[src/rtl/stage_controller.sv]
// rtl/stage_controller.sv - fighter game stage sequencer with hit-point tracking
module stage_controller #(
  parameter int HP_W       = 4,
  parameter int P1_HP_INIT = 5,
  parameter int P2_HP_INIT = 5,
  parameter int END_FRAMES = 180
) (
  input  logic            Clk,
  input  logic            Reset_n,
  input  logic            frame_clk,
  input  logic            start_key,
  input  logic            hit_p1,
  input  logic            hit_p2,
  output logic            start_l,
  output logic            battle_l,
  output logic            win_l,
  output logic            lose_l,
  output logic [HP_W-1:0] p1_hp,
  output logic [HP_W-1:0] p2_hp,
  output logic            game_rst
);

  localparam int CW = $clog2(END_FRAMES) + 1;
  localparam logic [CW-1:0]   LAST_FRAME = CW'(END_FRAMES - 1);
  localparam logic [HP_W-1:0] P1_INIT    = HP_W'(P1_HP_INIT);
  localparam logic [HP_W-1:0] P2_INIT    = HP_W'(P2_HP_INIT);

  typedef enum logic [1:0] {S_START, S_BATTLE, S_WIN, S_LOSE} state_t;

  state_t          state;
  logic [CW-1:0]   frame_cnt;
  logic            frame_s1, frame_s2, frame_h;
  logic            key_s1, key_s2, key_h;
  logic            tick, press;
  logic [HP_W-1:0] p1_nxt, p2_nxt;

  assign tick  = frame_s2 & ~frame_h;
  assign press = key_s2 & ~key_h;

  // Saturating decrement; both hits of one cycle land together.
  always_comb begin
    p1_nxt = p1_hp;
    p2_nxt = p2_hp;
    if (hit_p1 && p1_hp != '0) p1_nxt = p1_hp - 1'b1;
    if (hit_p2 && p2_hp != '0) p2_nxt = p2_hp - 1'b1;
  end

  always_ff @(posedge Clk or negedge Reset_n) begin
    if (!Reset_n) begin
      state     <= S_START;
      start_l   <= 1'b1;
      battle_l  <= 1'b0;
      win_l     <= 1'b0;
      lose_l    <= 1'b0;
      game_rst  <= 1'b0;
      p1_hp     <= P1_INIT;
      p2_hp     <= P2_INIT;
      frame_cnt <= '0;
      frame_s1  <= 1'b0;
      frame_s2  <= 1'b0;
      frame_h   <= 1'b0;
      key_s1    <= 1'b0;
      key_s2    <= 1'b0;
      key_h     <= 1'b0;
    end else begin
      frame_s1 <= frame_clk;
      frame_s2 <= frame_s1;
      frame_h  <= frame_s2;
      key_s1   <= start_key;
      key_s2   <= key_s1;
      key_h    <= key_s2;
      game_rst <= 1'b0;
      case (state)
        S_START: begin
          frame_cnt <= '0;
          if (press) begin
            state    <= S_BATTLE;
            start_l  <= 1'b0;
            battle_l <= 1'b1;
            game_rst <= 1'b1;
            p1_hp    <= P1_INIT;
            p2_hp    <= P2_INIT;
          end
        end
        S_BATTLE: begin
          frame_cnt <= '0;
          p1_hp     <= p1_nxt;
          p2_hp     <= p2_nxt;
          // Player 1 dying wins over player 2 dying, so a double kill is a loss.
          if (p1_nxt == '0) begin
            state    <= S_LOSE;
            battle_l <= 1'b0;
            lose_l   <= 1'b1;
          end else if (p2_nxt == '0) begin
            state    <= S_WIN;
            battle_l <= 1'b0;
            win_l    <= 1'b1;
          end
        end
        default: begin
          if (tick) begin
            if (frame_cnt == LAST_FRAME) begin
              state     <= S_START;
              frame_cnt <= '0;
              win_l     <= 1'b0;
              lose_l    <= 1'b0;
              start_l   <= 1'b1;
            end else begin
              frame_cnt <= frame_cnt + 1'b1;
            end
          end
        end
      endcase
    end
  end

endmodule

[config.mk]
export PLATFORM = sky130hd
export DESIGN_NAME = stage_controller
export DESIGN_NICKNAME = d
export VERILOG_FILES = /design/src/rtl/stage_controller.sv
export SDC_FILE = /design/constraint.sdc
export NUM_CORES = 1
export LEC_CHECK = 0
export ABC_AREA = 1
export CAP_MARGIN = 0
export CORE_UTILIZATION = 30
export DETAILED_ROUTE_END_ITERATION = 7
export HOLD_SLACK_MARGIN = 0.05
export SLEW_MARGIN = 15
export SYNTH_ARGS = -nofsm -noshare
export SYNTH_HDL_FRONTEND = slang
export SYNTH_SLANG_ARGS = --single-unit
[constraint.sdc]
create_clock -name Clk -period 1.48 [get_ports Clk]
set_input_delay 0.296 -clock Clk [delete_from_list [all_inputs] [get_ports Clk]]
set_output_delay 0.296 -clock Clk [all_outputs]
set_load 0.03 [all_outputs]
==> results.json <==
{
  "synth_top_family_by_area": "simple AND/OR/NAND/NOR gates",
  "viasPerCell": 4.49,
  "die_area_um2": 5420,
  "start_kind": "flop",
  "reg2reg_depth": 11,
  "power_leakage_nw": 1.07,
  "vdd.ir_drop.worst_v": 0.000800,
  "setup_slack_ps": -201,
  "grt_pass1_vias": 1257,
  "die_w_um": 73.7,
  "die_h_um": 73.7,
  "syn_inst": 183,
  "synth.area.mux_share_pct": 0,
  "finalMaxSlewViolations": 0,
  "fin_nets": 246,
  "final_common_cell": "nand2_1",
  "crit_path_end_kind": "flop",
  "htreeDepth": 2,
  "ys_seq_elements": 30,
  "syn_area_um2": 1540,
  "grt_overflow": 0,
  "rsz0062_at_grt": "yes",
  "fill_cells": 466,
  "synth_fa_ha_area_share_pct": 2.44,
  "drive_gt1_share_pct": 43.7,
  "setup-tns-final_ps": -1030,
  "yosysSeqAreaShare_pct": 49.1,
  "synth-xor-area-share_pct": 2.76,
  "synth_simple_gate_area_share_pct": 29.6,
  "worst_setup_hold_path_clk_slew_ps": 60,
  "layout_common_cells": "nand2_1 (38), buf_4 (28), dfrtp_1 (25)",
  "drtIter0Drc": 50,
  "cts_buffers": 5,
  "maxSlewHeadroom_pct": 68.7,
  "skew_ps": 3.30,
  "grt_pass1_wl_um": 5420,
  "num_antenna_cells": 0,
  "hold_ws_ps": 351,
  "finalCriticalPeriod_ps": 1680,
  "routedWlPerCell_um": 11.4,
  "area_growth_pct": 49.1,
  "boundaryPins": 19,
  "finalHoldViolCount": 0,
  "drc": 0,
  "cts-root-buf": "clkbuf_8",
  "crit_fanout": 6,
  "initial_core_util_pct": 32.0,
  "place.port_buffers": 18,
  "failed_checks": "setup timing",
  "setup_viol": 8,
  "vias": 1370,
  "postSynthAreaPerCell_um2": 8.42,
  "worstPathRequired_ps": 1640,
  "grt_usage_pct": 13.2,
  "worst_ep_arrival_time_ps": 1850,
  "design.core.area_um2": 4820,
  "worst_pin_slew_ps": 465,
  "grt_max_degree": 31,
  "ys_warn_count": 0,
  "synthTopCellsByArea": "dfrtp_1 (41%), nand2_1 (11%), dfstp_2 (8.5%)",
  "holdPathStages": 0,
  "clkLatencyLatePin_ps": 270,
  "ant_nets": 0,
  "finalPower_mw": 4.06,
  "status": "finished, violations left",
  "p_per_area_nw_per_um2": 1770,
  "min_path_type": "flop to flop",
  "antenna_found_initial": 0,
  "synth_top_cell_by_area": "dfrtp_1",
  "synth.distinct_cells": 28,
  "synth_nets": 192,
  "dpl.hpwl_um": 2310,
  "synth_top_area_share_pct": 40.6,
  "clockBufferDepth": 2,
  "drtPass1Iterations": 4,
  "clock.fmax_ghz": 0.595,
  "path_class": "flop to flop",
  "finalCritPeriodShare_pct": 114,
  "globalplace.congestion": 0.822,
  "cap_violations": 0,
  "synth_compound_area_share_pct": 9.02,
  "fp-row-count": 25,
  "clock_sinks": 30,
  "wl_um": 3470,
  "cts_tree": "done"
}
-- final timing paths --
check,to,startpoint,slack [ps]
max,state[0],p1_hp[0],-200
min,frame_s2,frame_s1,350
max reg2reg,state[0],p1_hp[0],-200
min reg2reg,frame_s2,frame_s1,350
max in group asynchronous,p2_hp[2],Reset_n,860
min in group asynchronous,frame_cnt[1],Reset_n,380
-- worst max-delay path: stages, from the launching register on --
cell and delay (ps):
dfstp_2 560, inv_4 40, ha_4 160, nand3_4 80, nand2_8 90, xor2_4 170
nor2_2 110, nand2_2 70, nand2_2 90, nand3_1 70, nand2_1 90, nand2_1 50
-- state kept, by name, summed over array words and instances (netlist names) --
signal / cells
frame_cnt: 9
p1_hp: 4
p2_hp: 4
state: 2
battle_l: 1
frame_h: 1
frame_s1: 1
frame_s2: 1
game_rst: 1
key_h: 1
key_s1: 1
key_s2: 1
lose_l: 1
start_l: 1
win_l: 1
-- Yosys cell counts --
library cell	n
a21boi_0	1
a21oi_1	8
a22oi_1	1
a32oi_1	1
clkinv_1	1
dfrtp_1	25
dfstp_2	5
ha_1	3
inv_1	20
inv_2	8
nand2_1	45
nand2_2	8
nand2_4	2
nand3_1	9
nand3_2	3
nand4_1	5
nor2_1	12
nor2_2	4
nor3_1	1
nor3_2	2
nor3b_2	1
o21ai_0	10
o21ai_1	2
o21ai_2	1
o22ai_1	1
xnor2_1	1
xor2_1	2
xor2_2	1
-- metrics by stage --
stage	cells	utilization [%]	area, um2	worst slack [ps]
after CTS	296	43.2	2080	-192
after global placement	287	40.8	1960	-197
after detailed placement	287	40.8	1960	-233
after floorplan	183	-	1560	-248
final	305	47.7	2300	-201
after global routing	305	47.7	2300	-287
-- where the power goes --
| part | switching, mW | leakage (nW) | internal (mW) |
|---|---|---|---|
| Combinational | 1.26 | 0.656 | 0.970 |
| Sequential | 0.147 | 0.372 | 1.01 |
| Clock | 0.296 | 0.0472 | 0.373 |
| Total | 1.70 | 1.07 | 2.35 |
-- cells by family after synthesis --
group	Yosys count
compound gates	25
xor+xnor	4
fa+ha+maj	3
buf+inv	29
flops	30
simple gates	92
-- metal layers --
metal / track usage [%] / wire length [um] / vias up
li1: - / - / 697
met3: 2.88 / 112 / 4
met2: 21.5 / 1680 / 27
met5: 0 / 0 / -
met1: 16.3 / 1630 / 642
met4: 6.84 / 43 / 0
-- final cells by class --
type | count | area [um2] | share of cell area [%]
Sequential cell | 30 | 757 | 33.0
Tap cell | 67 | 83.8 | 3.65
Clock buffer | 6 | 82.6 | 3.60
Inverter | 29 | 118 | 5.12
Clock inverter | 2 | 12.5 | 0.545
Timing Repair Buffer | 47 | 408 | 17.8
Multi-Input combinational cell | 124 | 835 | 36.3
-- what timing repair did --
action,4_1_cts,5_1_grt
gates resized for setup,12,40
endpoints found under the setup margin,15,21
hold buffers,0,0
setup buffers,1,10
pin swaps,2,12
Note: power is estimated with default switching activity, not from simulation.
